### config.mk
export PLATFORM = sky130hd
export DESIGN_NAME = emulador_sensor_ultrassonico
export DESIGN_NICKNAME = d
export VERILOG_FILES = /design/src/rtl/emulador_sensor_ultrassonico_pkg.sv /design/src/rtl/emulador_sensor_ultrassonico_conversor_bcd_cm.sv /design/src/rtl/emulador_sensor_ultrassonico.sv
export SDC_FILE = /design/constraint.sdc
export NUM_CORES = 1
export LEC_CHECK = 0
export CAP_MARGIN = 20
export CORE_MARGIN = 4
export CORE_UTILIZATION = 30
export DETAILED_ROUTE_END_ITERATION = 12
export SETUP_SLACK_MARGIN = 0.1
export SYNTH_ARGS = -nofsm -noshare
export SYNTH_HDL_FRONTEND = slang
export SYNTH_HIERARCHICAL = 1
export SYNTH_SLANG_ARGS = --single-unit
### constraint.sdc
create_clock -name clock -period 2.9 [get_ports clock]
set_input_delay 0.58 -clock clock [delete_from_list [all_inputs] [get_ports clock]]
set_output_delay 0.58 -clock clock [all_outputs]
set_load 0.02 [all_outputs]
### src/rtl/emulador_sensor_ultrassonico_pkg.sv
// Shared definitions for the ultrasonic sensor emulator: FSM state codes,
// default timing constants and the BCD digit-saturation helper.
package emulador_sensor_ultrassonico_pkg;

    // State codes double as the db_estado debug value.
    typedef enum logic [3:0] {
        ST_INICIAL      = 4'd0,
        ST_AGUARDA      = 4'd1,
        ST_MEDE_TRIGGER = 4'd2,
        ST_ATRASO       = 4'd3,
        ST_ECHO_ALTO    = 4'd4,
        ST_DESCANSO     = 4'd5
    } estado_t;

    // Default timing for a 50 MHz clock.
    localparam int DEF_TRIG_MIN_CYCLES = 500;
    localparam int DEF_DELAY_CYCLES    = 25000;
    localparam int DEF_CYCLES_PER_CM   = 2941;
    localparam int DEF_MAX_CM          = 400;
    localparam int DEF_HOLDOFF_CYCLES  = 50000;

    // Out-of-range BCD digits (A..F) are read as 9.
    function automatic logic [3:0] bcd_sat(input logic [3:0] digito);
        if (digito > 4'd9) begin
            return 4'd9;
        end else begin
            return digito;
        end
    endfunction

endpackage

### src/rtl/emulador_sensor_ultrassonico_conversor_bcd_cm.sv
// BCD centimetre value to binary, with digit saturation, upper clamp and
// a minimum of 1 cm so the emulated echo never has zero width.
module conversor_bcd_cm
    import emulador_sensor_ultrassonico_pkg::*;
#(
    parameter int MAX_CM = DEF_MAX_CM
) (
    input  logic [11:0] bcd,
    output logic [9:0]  cm
);

    localparam logic [9:0] MAX_CM_W = 10'(MAX_CM);

    logic [3:0] centena_s;
    logic [3:0] dezena_s;
    logic [3:0] unidade_s;
    logic [9:0] soma_s;

    // Weighted digit sum followed by clamp and zero-to-one forcing.
    always_comb begin
        centena_s = bcd_sat(bcd[11:8]);
        dezena_s  = bcd_sat(bcd[7:4]);
        unidade_s = bcd_sat(bcd[3:0]);
        soma_s    = ({6'd0, centena_s} * 10'd100)
                  + ({6'd0, dezena_s} * 10'd10)
                  + {6'd0, unidade_s};
        if (soma_s > MAX_CM_W) begin
            cm = MAX_CM_W;
        end else if (soma_s == 10'd0) begin
            cm = 10'd1;
        end else begin
            cm = soma_s;
        end
    end

endmodule

### src/rtl/emulador_sensor_ultrassonico.sv
// HC-SR04 trigger/echo responder: validates the trigger width, waits a fixed
// burst delay, then holds echo high for cm * CYCLES_PER_CM cycles.
module emulador_sensor_ultrassonico
    import emulador_sensor_ultrassonico_pkg::*;
#(
    parameter int TRIG_MIN_CYCLES = DEF_TRIG_MIN_CYCLES,
    parameter int DELAY_CYCLES    = DEF_DELAY_CYCLES,
    parameter int CYCLES_PER_CM   = DEF_CYCLES_PER_CM,
    parameter int MAX_CM          = DEF_MAX_CM,
    parameter int HOLDOFF_CYCLES  = DEF_HOLDOFF_CYCLES
) (
    input  logic        clock,
    input  logic        reset,
    input  logic        trigger,
    input  logic [11:0] distancia,
    output logic        echo,
    output logic        pronto,
    output logic [3:0]  db_estado
);

    localparam int TRIG_W  = $clog2(TRIG_MIN_CYCLES + 1);
    localparam int DELAY_W = $clog2(DELAY_CYCLES + 1);
    localparam int CYC_W   = $clog2(CYCLES_PER_CM + 1);
    localparam int CM_W    = $clog2(MAX_CM + 1);
    localparam int HOLD_W  = $clog2(HOLDOFF_CYCLES + 1);

    localparam logic [TRIG_W-1:0]  TRIG_MIN_W = TRIG_W'(TRIG_MIN_CYCLES);
    localparam logic [DELAY_W-1:0] DELAY_W_C  = DELAY_W'(DELAY_CYCLES);
    localparam logic [CYC_W-1:0]   CYC_LAST   = CYC_W'(CYCLES_PER_CM - 1);
    localparam logic [HOLD_W-1:0]  HOLD_LAST  = HOLD_W'(HOLDOFF_CYCLES - 1);

    estado_t             state_r;
    estado_t             next_s;
    logic [TRIG_W-1:0]   trig_cnt_r;
    logic [DELAY_W-1:0]  delay_cnt_r;
    logic [CYC_W-1:0]    cyc_cnt_r;
    logic [CM_W-1:0]     cm_cnt_r;
    logic [HOLD_W-1:0]   hold_cnt_r;
    logic [9:0]          cm_lat_r;
    logic [9:0]          cm_s;
    logic                echo_s;
    logic                pronto_s;
    logic                echo_r;
    logic                pronto_r;

    conversor_bcd_cm #(
        .MAX_CM (MAX_CM)
    ) u_conversor (
        .bcd (distancia),
        .cm  (cm_s)
    );

    // State register.
    always_ff @(posedge clock or posedge reset) begin
        if (reset) begin
            state_r <= ST_INICIAL;
        end else begin
            state_r <= next_s;
        end
    end

    // Next-state decode from the current state, trigger and counters.
    always_comb begin
        next_s = state_r;
        case (state_r)
            ST_INICIAL: begin
                next_s = ST_AGUARDA;
            end
            ST_AGUARDA: begin
                if (trigger) begin
                    next_s = ST_MEDE_TRIGGER;
                end else begin
                    next_s = ST_AGUARDA;
                end
            end
            ST_MEDE_TRIGGER: begin
                if (trigger) begin
                    next_s = ST_MEDE_TRIGGER;
                end else if (trig_cnt_r >= TRIG_MIN_W) begin
                    next_s = ST_ATRASO;
                end else begin
                    next_s = ST_AGUARDA;
                end
            end
            ST_ATRASO: begin
                if (delay_cnt_r == DELAY_W_C) begin
                    next_s = ST_ECHO_ALTO;
                end else begin
                    next_s = ST_ATRASO;
                end
            end
            ST_ECHO_ALTO: begin
                if ((cyc_cnt_r == CYC_LAST) && (10'(cm_cnt_r) == (cm_lat_r - 10'd1))) begin
                    next_s = ST_DESCANSO;
                end else begin
                    next_s = ST_ECHO_ALTO;
                end
            end
            ST_DESCANSO: begin
                if (hold_cnt_r == HOLD_LAST) begin
                    next_s = ST_AGUARDA;
                end else begin
                    next_s = ST_DESCANSO;
                end
            end
            default: begin
                next_s = ST_INICIAL;
            end
        endcase
    end

    // Output decode from the next state so the registered outputs line up with state_r.
    always_comb begin
        echo_s   = (next_s == ST_ECHO_ALTO);
        pronto_s = (next_s == ST_DESCANSO) && (state_r != ST_DESCANSO);
    end

    // Output registers; reset drops echo immediately.
    always_ff @(posedge clock or posedge reset) begin
        if (reset) begin
            echo_r   <= 1'b0;
            pronto_r <= 1'b0;
        end else begin
            echo_r   <= echo_s;
            pronto_r <= pronto_s;
        end
    end

    // Per-state counters; each phase clears the counter of the phase that follows it.
    always_ff @(posedge clock or posedge reset) begin
        if (reset) begin
            trig_cnt_r  <= '0;
            delay_cnt_r <= '0;
            cyc_cnt_r   <= '0;
            cm_cnt_r    <= '0;
            hold_cnt_r  <= '0;
            cm_lat_r    <= 10'd0;
        end else begin
            case (state_r)
                ST_AGUARDA: begin
                    trig_cnt_r <= trigger ? TRIG_W'(1) : TRIG_W'(0);
                end
                ST_MEDE_TRIGGER: begin
                    delay_cnt_r <= '0;
                    if (trigger) begin
                        if (trig_cnt_r < TRIG_MIN_W) begin
                            trig_cnt_r <= trig_cnt_r + TRIG_W'(1);
                        end
                    end else if (trig_cnt_r >= TRIG_MIN_W) begin
                        cm_lat_r <= cm_s;
                    end
                end
                ST_ATRASO: begin
                    cyc_cnt_r <= '0;
                    cm_cnt_r  <= '0;
                    if (delay_cnt_r != DELAY_W_C) begin
                        delay_cnt_r <= delay_cnt_r + DELAY_W'(1);
                    end
                end
                ST_ECHO_ALTO: begin
                    hold_cnt_r <= '0;
                    if (cyc_cnt_r == CYC_LAST) begin
                        cyc_cnt_r <= '0;
                        if (10'(cm_cnt_r) != cm_lat_r) begin
                            cm_cnt_r <= cm_cnt_r + CM_W'(1);
                        end
                    end else begin
                        cyc_cnt_r <= cyc_cnt_r + CYC_W'(1);
                    end
                end
                ST_DESCANSO: begin
                    if (hold_cnt_r != HOLD_LAST) begin
                        hold_cnt_r <= hold_cnt_r + HOLD_W'(1);
                    end
                end
                default: begin
                    trig_cnt_r <= trig_cnt_r;
                end
            endcase
        end
    end

    assign echo      = echo_r;
    assign pronto    = pronto_r;
    assign db_estado = state_r;

endmodule

# Yosys cells after proc, flatten, opt, wreduce, memory -nomap -nowiden

Index checks and enable logic that the tools add are counted.

$mul: 2
Magnitude comparators: 6
Multiplexer cells: 25
Bitwise gates (word level): 1
Reduce and logical (&&, ||, !) cells: 13
Equal/unequal tests: 21
Add/subtract/negate cells: 8

Operators by type and width:

| cell                                                             | number |
|---|---|
| 9-bit two-way mux                                                | 4 |
| 9-bit one-hot mux with 2 select lines                            | 2 |
| 16-bit one-hot mux with 2 select lines                           | 1 |
| 15-bit one-hot mux with 2 select lines                           | 1 |
| 12-bit one-hot mux with 2 select lines                           | 1 |
| 10-bit two-way mux                                               | 2 |
| 9-bit by 1-bit adder with 9-bit output (second input constant)   | 2 |
| 3-bit one-hot mux with 6 select lines                            | 1 |
| 16-bit by 1-bit adder with 16-bit output (second input constant) | 1 |
| 16-bit == test (second input constant)                           | 1 |
| 4-bit by 3-bit == test with 1-bit output (second input constant) | 4 |
| 16-bit two-way mux                                               | 1 |
| 16-bit != test (second input constant)                           | 1 |
| 15-bit by 1-bit adder with 15-bit output (second input constant) | 1 |
| 15-bit == test (second input constant)                           | 1 |
| 15-bit two-way mux                                               | 1 |
| 15-bit != test (second input constant)                           | 1 |
| 12-bit by 1-bit adder with 12-bit output (second input constant) | 1 |
| 12-bit == test (second input constant)                           | 1 |
| 4-bit greater-than comparator (second input constant)            | 3 |
| 12-bit two-way mux                                               | 1 |
| 4-bit two-way mux                                                | 3 |
| 2-bit != test (second input constant)                            | 6 |
| 10-bit by 4-bit adder with 10-bit output                         | 1 |
| 22 further kinds                                                 | 34 |

Register bits: 77
Output and inout port bits: 6
Bits of input ports: 15
Word-level logic and storage cells: 85

# Longest topological paths before layout

Gate-level depths: netlist of the first run.

Depth after elaboration: 8
Mapped depth: 16
Depth with buffers taken out: 16

# By module

The synthesis of the first run kept the hierarchy.

By module, submodules not included:

| module                       | cells each | times used | area an instance (µm²) | sequential area each (µm²) |
|---|---|---|---|---|
| emulador_sensor_ultrassonico | 472        | 1          | 4,394.2                | 1,901.8 |
| conversor_bcd_cm             | 112        | 1          | 912.1                  | 0.0 |

# Least setup slack after synthesis of the first run

Ideal clock, no wire load.

Kind: input-to-reg
From: in distancia[9]
To: reg cm_lat_r[1]
Stages: 13
Arrival time: 3.850 ns
Setup slack: -1.074 ns
Buffers on the path: 0
Required time: 2.775 ns
Library setup time: 0.125 ns
Cells stage by stage: o21ai_0 > nand2b_1 > ha_1 > ha_1 > fa_1 > ha_1 > ha_1 > nor2b_1 > a221oi_2 > o311ai_2 > o41a_1 > and3_1 > mux2_2

Cells in the longest elaborated chain, start to end: 8
Elaborated cells on any way between the ends: 9
Those cells by class: add/sub (2); mul (1); order compare (2); mux (3); reduce/logical (1)

RTL lines:

| element                                                                                                           | line                                                | RTL |
|---|---|---|
| from (decl)                                                                                                       | emulador_sensor_ultrassonico.sv:15                  | `input logic [11:0] distancia,` |
| 4-bit greater-than comparator                                                                                     | emulador_sensor_ultrassonico_pkg.sv:24              | `if (digito > 4'd9) begin` |
| 4-bit two-way mux (*)                                                                                             | emulador_sensor_ultrassonico_pkg.sv:24              |  |
| 4-bit by 5-bit multiplier with 8-bit output (*)                                                                   | emulador_sensor_ultrassonico_conversor_bcd_cm.sv:24 | `soma_s = ({6'd0, centena_s} * 10'd100)` |
| 10-bit by 8-bit adder with 10-bit output (*)                                                                      | emulador_sensor_ultrassonico_conversor_bcd_cm.sv:25 | `+ ({6'd0, dezena_s} * 10'd10)` |
| 10-bit by 4-bit adder with 10-bit output (*)                                                                      | emulador_sensor_ultrassonico_conversor_bcd_cm.sv:26 | `+ {6'd0, unidade_s};` |
| parallel branches: the longest is 2 deep, another holds 10-bit by 9-bit greater-than comparator with 1-bit output | -                                                   |  |
| 10-bit two-way mux (*)                                                                                            | emulador_sensor_ultrassonico_conversor_bcd_cm.sv:27 | `if (soma_s > MAX_CM_W) begin` |
| net cm_s[1]                                                                                                       | emulador_sensor_ultrassonico.sv:40                  | `logic [9:0] cm_s;` |
| to (signal assigned)                                                                                              | emulador_sensor_ultrassonico.sv:150                 | `cm_lat_r <= cm_s;` |
| to (decl)                                                                                                         | emulador_sensor_ultrassonico.sv:39                  | `logic [9:0] cm_lat_r;` |

Mark *: on every way through the listed nets, which the timed path passes.
A chain may end at the register's enable or synchronous reset.

# Final worst setup path of the first run

From: in distancia[10]
To: reg cm_lat_r[2]

Same word-level chain as after synthesis.

==> results of run 1 <==
## cell type report
type,instances,area [um^2],share of cell area [%]
clock buffer,13,260,3.87
sequential,76,1900,28.3
multi-input combinational,462,3610,53.6
inverter,30,113,1.67
clock inverter,3,21.3,0.316
tap,225,282,4.18
timing repair buffer,67,543,8.07
## worst paths after layout
| check | depth (start not counted) | slack, ns | end |
|---|---|---|---|
| min reg2reg | 2 | 0.50 | trig_cnt_r[8] |
| min | 2 | 0.50 | trig_cnt_r[8] |
| min in group asynchronous | 3 | 0.69 | delay_cnt_r[14] |
| max in group asynchronous | 3 | 1.85 | cm_lat_r[5] |
| max reg2reg | 5 | 0.55 | cm_lat_r[8] |
| max | 15 | -0.65 | cm_lat_r[2] |
## metal layers
layer / up-vias / global-route usage [%] / share of wire (%)
met5: - / 0 / 0
met4: 0 / 4.95 / 1.8
met3: 17 / 2.14 / 2.9
met2: 70 / 21.2 / 48
met1: 2179 / 17.0 / 47
li1: 2224 / - / -
## cells by family (layout without fill, tap and decap cells)
family / Yosys count / after routing / synth area share, %
AND/OR/NAND/NOR: 254 / 254 / 26.4
AO/OA/AOI/OAI: 102 / 102 / 12.9
flip-flops: 76 / 76 / 35.8
XOR/XNOR: 53 / 53 / 8.75
buffers and inverters: 47 / 113 / 4.22
adder cells (fa/ha/maj): 35 / 35 / 8.82
multiplexers: 14 / 14 / 2.88
other: 3 / 4 / 0.212
## where the power goes
group	internal, uW	leakage (uW)	switching [uW]
logic	668	0.00177	589
registers	1100	0.00102	61.3
clock network	626	0.000136	423
total	2390	0.00292	1070
## repair_timing
action,CTS,global route
gates resized for setup,73,15
gates cloned,0,0
buffers inserted,4,3
setup endpoints to repair,9,9
pin swaps,32,12
## stage by stage
stage,total power (uW),std cells,cell area (um^2),utilization (%)
after detailed placement,2230,854,6120,35.4
after global routing,3660,876,6730,38.9
after CTS,3440,874,6660,38.5
final,3460,876,6730,38.9
after global placement,2180,854,6120,35.4
after floorplan,1890,585,5440,-
## cell usage after synthesis (2+ instances only)
| library cell | number |
|---|---|
| nand4_1 | 23 |
| o31ai_1 | 8 |
| mux2_2 | 10 |
| a2111oi_0 | 2 |
| o21ai_0 | 37 |
| ha_1 | 31 |
| inv_1 | 30 |
| and4_1 | 4 |
| clkbuf_1 | 9 |
| a211oi_1 | 3 |
| and3_1 | 18 |
| nor4bb_1 | 4 |
| nor4_1 | 9 |
| a31o_2 | 3 |
| fa_1 | 4 |
| xnor2_1 | 24 |
| nand2_1 | 44 |
| or2_2 | 4 |
| conb_1 | 3 |
| nor2_1 | 49 |
| nor3_1 | 14 |
| or4_1 | 7 |
| mux2i_1 | 4 |
| clkbuf_8 | 3 |
| nand2b_1 | 12 |
| xor2_1 | 29 |
| and3b_1 | 2 |
| nand3_1 | 24 |
| o211ai_1 | 3 |
| nor4b_1 | 2 |
| a31oi_1 | 5 |
| a21o_1 | 4 |
| a21oi_1 | 23 |
| nor3b_1 | 3 |
| o31ai_4 | 2 |
| dfrtp_1 | 76 |
| or3_1 | 10 |
| nand3b_1 | 2 |
| and2_1 | 4 |
| nor2b_1 | 10 |
| buf_4 | 2 |
## flip-flops by register name, indices dropped and copies added (netlist names)
| register | flops |
|---|---|
| echo | 1 |
| cm_cnt_r | 9 |
| pronto | 1 |
| delay_cnt_r | 15 |
| db_estado | 3 |
| cm_lat_r | 10 |
| trig_cnt_r | 9 |
| hold_cnt_r | 16 |
| cyc_cnt_r | 12 |
## cell usage in the layout (no fill, tap or decap), types with 4 or more instances in the layout
master	netlist	layout
nand2b_1	12	9
or3_1	10	10
xnor2_1	24	19
clkdlybuf4s50_1	0	11
or2_2	4	4
dfrtp_1	76	76
xnor2_2	0	4
nand3_1	24	23
nor2b_1	10	6
a21o_1	4	4
nand4_1	23	23
ha_4	0	13
mux2i_1	4	4
a31oi_1	5	4
conb_1	3	4
nand2_1	44	44
and2_1	4	4
o31ai_1	8	8
xor2_1	29	28
nor3_1	14	14
clkbuf_16	0	9
mux2_4	0	7
o21ai_0	37	34
ha_1	31	17
nor4_1	9	9
a21oi_1	23	20
inv_1	30	25
and4_1	4	4
nor2_1	49	46
or4_1	7	7
buf_4	2	47
and3_1	18	17
inv_2	0	5
nor2b_4	0	4
nor4bb_1	4	4
## worst max-delay path, cell delays in order
cell and delay (ns):
buf_8 0.10, o21ai_4 0.15, nand2b_4 0.09, buf_6 0.12, ha_4 0.16, ha_4 0.15
fa_1 0.53, ha_4 0.22, ha_4 0.25, nor2b_4 0.13, a221oi_4 0.31, o311ai_4 0.16
o41a_1 0.36, and3_4 0.19, mux2_4 0.25
==> out/results.ini, run 1 <==
[clocking]
cts_buffer_depth = 2
tritoncts = done
insertion_delay_ns = 0.34
htree_levels = 3
clock_sinks = 76
hold_buffers = 0
cts_inserted_buffers = 9
clk_pin_slew_ns = 0.06
cts-root-buf = clkbuf_16

[yosys]
synth-warning-count = 6
synth_top_area_share_pct = 35.8
synthTopCellsByArea = dfrtp_1, ha_1, xor2_1
synth.avg_cell_area_um2 = 9.09
syn_area_mm2 = 0.00531
synthFlopType = dfrtp_1
synth_top_cell_by_area = dfrtp_1
synth_seq_cells = 76
ys_types = 65
synth-seq-area-share_pct = 35.8
async_flop_share_pct = 100
synth-edff-count = 0
postSynthCellCount = 584

[status]
violations = negative setup slack
status = finished, violations left

[floorplanning]
ios = 21
die_h_um = 141
num_rows = 48
dieWidth_um = 141
design.core.area_mm2 = 0.0173
die-area_mm2 = 0.0199
start_util_pct = 30.7

[timing]
post-route-min-period_ns = 3.55
tightest_slew_ns = 0.774
skew_ns = 0.00813
setup_slack_ns = -0.655
drv_slew = 0
finalSetupViolCount = 9
finalSetupTns_ns = -4.91
rsz0062_at_grt = yes
whs_ns = 0.498
hold_viol_final = 0
max_freq_ghz = 0.281
finalCritPeriodShare_pct = 123
relSlewSlack_pct = 48.3

[placement]
place.gp.congestion = 0.845
place_ws_ns = -1.48
io_buffers = 19
hpwl_mm = 8.89

[final_layout]
nets = 696
syn_to_final_growth_pct = 26.8
antenna_cells = 0
num-fill-cells = 1662
drive_gt1_share_pct = 22.4

[pwr]
powerDensity_mw_per_mm2 = 515
leakagePower_uw = 0.00292
peakVddDrop_uv = 293

[routing]
vias = 4490
ant_nets = 0
wl_mm = 12.1
wl_per_cell_um = 13.8
routed_via_density = 5.13
first_pass_iters = 7
route.detailed.drc = 0
dr.first_iter.drc_count = 224

[global_route]
grt_overflow = 0
grt_max_degree = 39
grt_pass1_vias = 4617
antenna_found_initial = 0
grt_first_pass_wirelength_mm = 21.6
grt_usage_pct = 12.9

[job]
maxCapViolCount = 0

[critical_path]
worst_setup_path_end_kind = flop
r2r-start = db_estado[2]
arrival_ns = 3.77
required_ns = 3.11
startpoint = distancia[10]
crit_type = in -> reg
worstPathMaxFanout = 4
worstSetupStartpointType = input port

[hold_path]
hold_start = trig_cnt_r[8]
holdCritPathClass = reg -> reg

No activity file was read; power rests on OpenSTA's default activity.
==> run 2, diff against run 1 <==
Settings changed: CORE_MARGIN 4 to 2, CORE_UTILIZATION 30 to 35.
==> run 2 against run 1 <==
Against the previous run: critical path depth is 1 lower; first-iteration DRC count is 17% higher; the run still ends with negative setup slack left; total power up 5.8%; sequential share of layout area is 0.14 points lower; die area shrank 19%; non-clock buffer count is 8 higher; via count grew 0.65%; clock skew down 0.0024 ns; fmax up 1.3%; register-to-register slack improved by 0.02 ns.
==> out/results.ini, run 2 (synthesis gave the netlist of run 1 again) <==
[status]
status = finished, violations left
violations = negative setup slack

[clocking]
hold_buffers = 0  ; unchanged
insertion_delay_ns = 0.34  ; about the same
cts_buffer_depth = 2  ; unchanged
clock_sinks = 76  ; unchanged
clk_pin_slew_ns = 0.06  ; about the same
cts-root-buf = clkbuf_16
htree_levels = 3  ; unchanged
cts_inserted_buffers = 9  ; unchanged
tritoncts = done

[final_layout]
top_register = hold_cnt_r
largest_reg_flops = 16  ; unchanged
utilization_pct = 45.0  ; +6.1 points
multi_input_area_mm2 = 0.00356  ; -1.4%
stdcell_area_mm2 = 0.00676  ; +0.50%
antenna_cells = 0  ; unchanged
num-fill-cells = 1411  ; -15%
syn_to_final_growth_pct = 27.5
layout_common_cells = dfrtp_1, buf_4, nor2_1
nets = 704  ; +1.1%
ff_latch_area_mm2 = 0.00190  ; unchanged
drive_gt1_share_pct = 23.1  ; +0.64 points
final_common_cell = dfrtp_1
reg_top3 = hold_cnt_r (16), delay_cnt_r (15), cyc_cnt_r (12)

[global_route]
antenna_found_initial = 0  ; unchanged
grt_first_pass_wirelength_mm = 21.2  ; -1.8%
grt_overflow = 0  ; unchanged
grt_usage_pct = 15.9  ; +3.0 points
grt_max_degree = 59  ; +51%
grt_pass1_vias = 4550  ; -1.5%

[placement]
io_buffers = 19  ; unchanged
place.gp.congestion = 0.815  ; -3.6%
placed_area_mm2 = 0.00610  ; -0.31%
hpwl_mm = 8.66  ; -2.7%

[floorplanning]
num_rows = 45  ; -6.3%
ios = 21  ; unchanged
design.core.area_mm2 = 0.0150  ; -13%
die-area_mm2 = 0.0162  ; -19%
start_util_pct = 35.3  ; +4.6 points
die_h_um = 127  ; -9.8%
dieWidth_um = 127  ; -9.8%

[hold_path]
holdCritPathClass = reg -> reg

[critical_path]
arrival_ns = 3.73  ; -0.04 ns
worstSetupStartpointType = input port
required_ns = 3.12  ; about the same
worst_setup_path_end_kind = flop
worstPathMaxFanout = 4  ; unchanged
crit_type = in -> reg

[routing]
wl_mm = 12.2  ; +1.0%
ant_nets = 0  ; unchanged
vias = 4519  ; +0.65%
route.detailed.drc = 0  ; unchanged
dr.first_iter.drc_count = 261  ; +17%
routed_via_density = 5.34  ; +4.1%
wl_per_cell_um = 14.4  ; +4.5%
first_pass_iters = 4  ; -3

[timing]
hold_viol_final = 0  ; unchanged
finalSetupTns_ns = -4.58  ; +0.327 ns
rsz0062_at_grt = yes
finalCritPeriodShare_pct = 121  ; -1.6 points
tightest_slew_ns = 0.769  ; -0.00503 ns
max_freq_ghz = 0.285  ; +1.3%
setup_slack_ns = -0.608  ; +0.0466 ns
drv_slew = 0  ; unchanged
finalSetupViolCount = 9  ; unchanged
post-route-min-period_ns = 3.51  ; -0.0466 ns
relSlewSlack_pct = 48.7  ; +0.34 points
skew_ns = 0.00575  ; -0.00238 ns

[pwr]
peakVddDrop_uv = 268  ; -8.5%
leakagePower_uw = 0.00298  ; +2.2%
powerDensity_mw_per_mm2 = 542  ; +5.3%

[job]
maxCapViolCount = 0  ; unchanged

run 2: cell types whose count changed in the layout (fill, tap and decap cells not counted), sizes merged:
cell and delta:
buf +9, bufinv +2, clkbuf -1, clkinv -1, clkinvlp -1
run 2: area by class of cell:
type,count,share of cell area [%]
clock buffer,13,3.85
clock inverter,3,1.02
inverter,30,1.66
multi-input combinational,462,52.6
sequential,76,28.1
tap,188,3.48
timing repair buffer,75,9.25
run 2: layer usage:
metal	part of all wire [%]	GRT usage [%]	vias to the layer above	wire [um]
li1	-	-	2239	-
met1	47	20.6	2195	5710
met2	49	26.9	68	5920
met3	2.9	2.85	17	349
met4	1.8	5.49	0	219
met5	0	0	-	0
run 2: what timing repair did:
action                     CTS  global route
setup buffers                8             6
pin swaps                   29            26
cloned                       0             0
setup endpoints to repair    9             9
resized for setup           67            20
run 2: final timing paths:
check / startpoint / endpoint / slack (ns) / depth (start not counted)
min in group asynchronous: reset / cyc_cnt_r[10] / 0.56 / 2
setup reg to reg: db_estado[2] / cm_lat_r[7] / 0.57 / 5
hold reg to reg: hold_cnt_r[0] / hold_cnt_r[0] / 0.50 / 1
hold / removal: hold_cnt_r[0] / hold_cnt_r[0] / 0.50 / 1
max in group asynchronous: reset / trig_cnt_r[5] / 1.68 / 3
setup / recovery: distancia[9] / cm_lat_r[3] / -0.61 / 14
run 2: report_power, final:
part / internal (uW) / leakage, uW / switching, uW
registers: 1100 / 0.00102 / 59.8
clock network: 803 / 0.000160 / 436
logic: 682 / 0.00181 / 589
total: 2580 / 0.00298 / 1080
run 2: worst max-delay path, stage by stage:
cell,delay [ns]
buf_8,0.10
o21ai_4,0.15
nand2b_4,0.08
ha_4,0.22
ha_4,0.16
fa_1,0.49
ha_4,0.29
ha_4,0.19
nor2b_4,0.13
a221oi_4,0.29
o311ai_4,0.16
o41a_1,0.44
and3b_1,0.18
mux2_4,0.26
run 2: through the flow:
stage	cells	setup WS (ns)	power (uW)	hold slack, ns
3_5_place_dp	819	-1.52	2240	0.503
3_3_place_gp	819	-1.36	2200	0.478
5_1_grt	847	-0.668	3870	0.523
4_1_cts	843	-0.594	3600	0.509
2_1_floorplan	585	-0.816	1890	0.456
6_report	847	-0.608	3670	0.503
==> run 3, diff against run 2 <==
Settings changed: ABC_CLOCK_PERIOD_IN_PS set to 2900, CORE_MARGIN 2 to 3.
==> run 3 against run 2 <==
Against the previous run: the flow still finishes with violations (negative setup slack); via count is 0.69% lower; total power decreased by 0.44%; sequential share of layout area is 0.11 points lower; combinational power increased by 4%; first-iteration DRC count shrank 15%; critical path type unchanged; highest routed layer unchanged.
==> out/results.ini, run 3 (synthesis gave the netlist of run 1 again) <==
[pwr]
power.switching_uw = 1100  ; +1.6%
total_power_uw = 3650  ; -0.44%
powerDensity_mw_per_mm2 = 538  ; -0.84%
pwr-share-clk_pct = 32.1  ; -1.7 points
peakVddDrop_uv = 257  ; -4.0%
sw_frac_of_total_pct = 30.2  ; +0.61 points
leakagePower_uw = 0.00297  ; -0.31%
p_int_uw = 2550  ; -1.3%
p_comb_share_pct = 36.2  ; +1.5 points
p_seq_share_pct = 31.7  ; +0.2 points

[routing]
first_pass_iters = 4  ; unchanged
wl_mm = 12.3  ; +0.86%
wl_per_cell_um = 14.6  ; +1.6%
routed_via_density = 5.34  ; about the same
route.detailed.drc = 0  ; unchanged
ant_nets = 0  ; unchanged
dr.first_iter.drc_count = 221  ; -15%
vias = 4488  ; -0.69%

[critical_path]
worstSetupStartpointType = input port
crit_type = in -> reg
path_cells = buf_8, o21ai_4, nand2b_4, ha_4, ha_4, fa_1, ha_4, ha_4, nor2b_4, a221oi_4, o311ai_4, o41a_1, and3b_1, mux2_4
worstPathMaxFanout = 4  ; unchanged
required_ns = 3.12  ; about the same
worst_setup_path_end_kind = flop
cp.buffers_inverters = 1  ; unchanged
path_delay_family = adder cells
critPathMaxStageDelay_ns = 0.53  ; +0.04 ns
arrival_ns = 3.70  ; -0.03 ns
cpMostUsedCell = ha_4
crit_slowest_cell = fa_1

[timing]
drv_slew = 0  ; unchanged
finalSetupViolCount = 9  ; unchanged
max_freq_ghz = 0.287  ; +0.65%
rsz0062_at_grt = yes
hold_viol_final = 0  ; unchanged
post-route-min-period_ns = 3.49  ; -0.0225 ns
relSlewSlack_pct = 48.6  ; about the same
setup_slack_ns = -0.585  ; +0.0225 ns
finalSetupTns_ns = -4.48  ; +0.105 ns
finalCritPeriodShare_pct = 120  ; -0.78 points
whs_ns = 0.511  ; +0.00747 ns
skew_ns = 0.00765  ; +0.00190 ns
tightest_slew_ns = 0.770  ; +0.000436 ns

[status]
status = finished, violations left
violations = negative setup slack

[clocking]
tritoncts = done
cts_buffer_depth = 2  ; unchanged
cts-root-buf = clkbuf_16
cts_inserted_buffers = 9  ; unchanged
hold_buffers = 0  ; unchanged
insertion_delay_ns = 0.33  ; about the same
htree_levels = 3  ; unchanged
clk_pin_slew_ns = 0.06  ; about the same
clock_sinks = 76  ; unchanged

[final_layout]
final_common_cell = dfrtp_1
layout_common_cells = dfrtp_1, buf_4, nor2_1
largest_reg_flops = 16  ; unchanged
stdcell_area_mm2 = 0.00679  ; +0.41%
antenna_cells = 0  ; unchanged
syn_to_final_growth_pct = 28.0
drive_gt1_share_pct = 23.4  ; +0.37 points
reg_top3 = hold_cnt_r (16), delay_cnt_r (15), cyc_cnt_r (12)
nets = 703  ; -0.14%
top_register = hold_cnt_r

[floorplanning]
start_util_pct = 36.1  ; +0.80 points
ios = 21  ; unchanged
dieWidth_um = 129  ; +1.6%
design.core.area_mm2 = 0.0147  ; -2.2%
die-area_mm2 = 0.0167  ; +3.2%
die_h_um = 129  ; +1.6%
num_rows = 44  ; -2.2%

[global_route]
grt_first_pass_wirelength_mm = 21.6  ; +2.0%
grt_overflow = 0  ; unchanged
grt_max_degree = 47  ; -20%
grt_pass1_vias = 4513  ; -0.81%
antenna_found_initial = 0  ; unchanged
grt_usage_pct = 15.7  ; -0.19 points

[placement]
place_ws_ns = -1.51  ; +0.00594 ns
hpwl_mm = 8.67  ; +0.14%
placed_area_mm2 = 0.00604  ; -0.90%
place.gp.congestion = 0.843  ; +3.5%
io_buffers = 19  ; unchanged

[job]
maxCapViolCount = 0  ; unchanged

[hold_path]
holdCritPathClass = reg -> reg

## run 3: changes by cell type in the layout (fill, tap and decap cells not counted), sizes merged
cell	delta
clkinvlp	+2
clkbuf	-2
clkinv	-1
clkdlybuf4s15	-1
## run 3: power by group through the flow
| stage | sequential (uW) | combinational (uW) | clock [uW] |
|---|---|---|---|
| 2_1_floorplan | 1160 | 736 | 0 |
| 4_1_cts | 1160 | 1260 | 1210 |
| 6_report | 1160 | 1320 | 1170 |
| 3_3_place_gp | 1170 | 1020 | 0 |
| 5_1_grt | 1160 | 1440 | 1250 |
| 3_5_place_dp | 1170 | 1040 | 0 |
## run 3: worst paths after layout
check	start	end	slack [ns]	cells past startpoint
hold reg to reg	trig_cnt_r[8]	trig_cnt_r[8]	0.51	2
hold / removal	trig_cnt_r[8]	trig_cnt_r[8]	0.51	2
setup / recovery	distancia[10]	cm_lat_r[3]	-0.59	14
max in group asynchronous	reset	delay_cnt_r[14]	1.77	3
min in group asynchronous	reset	hold_cnt_r[7]	0.64	3
setup reg to reg	db_estado[2]	cm_lat_r[9]	0.56	5
## run 3: layout make-up
type / instances / area, um^2
inverter: 30 / 113
tap: 184 / 230
timing repair buffer: 74 / 621
clock inverter: 4 / 75.1
multi-input combinational: 462 / 3620
clock buffer: 11 / 233
sequential: 76 / 1900
fill: 1360 / 7910
## run 3: repair_timing
item | CTS | global route
setup endpoints to repair | 9 | 9
resized for setup | 89 | 12
buffers inserted | 16 | 0
cloned | 0 | 0
hold endpoints to repair | 0 | 0
pin swaps | 38 | 8
## run 3: routing by layer
layer  GRT usage [%]  share of wire, %
met5               0                 0
met4            4.01              0.89
met3            3.75               2.7
met2            25.1                48
met1            21.5                49
## run 3: tightest hold or removal path, stage by stage, from the launching register on
cell     delay, ns
dfrtp_1       0.34
a21oi_1       0.05
nor2_1        0.08
## run 3: through the flow
step / std cells / utilization [%]
after global routing: 841 / 46.2
after detailed placement: 810 / 41.1
after global placement: 810 / 41.1
after CTS: 841 / 45.9
final: 841 / 46.2
after floorplan: 585 / -
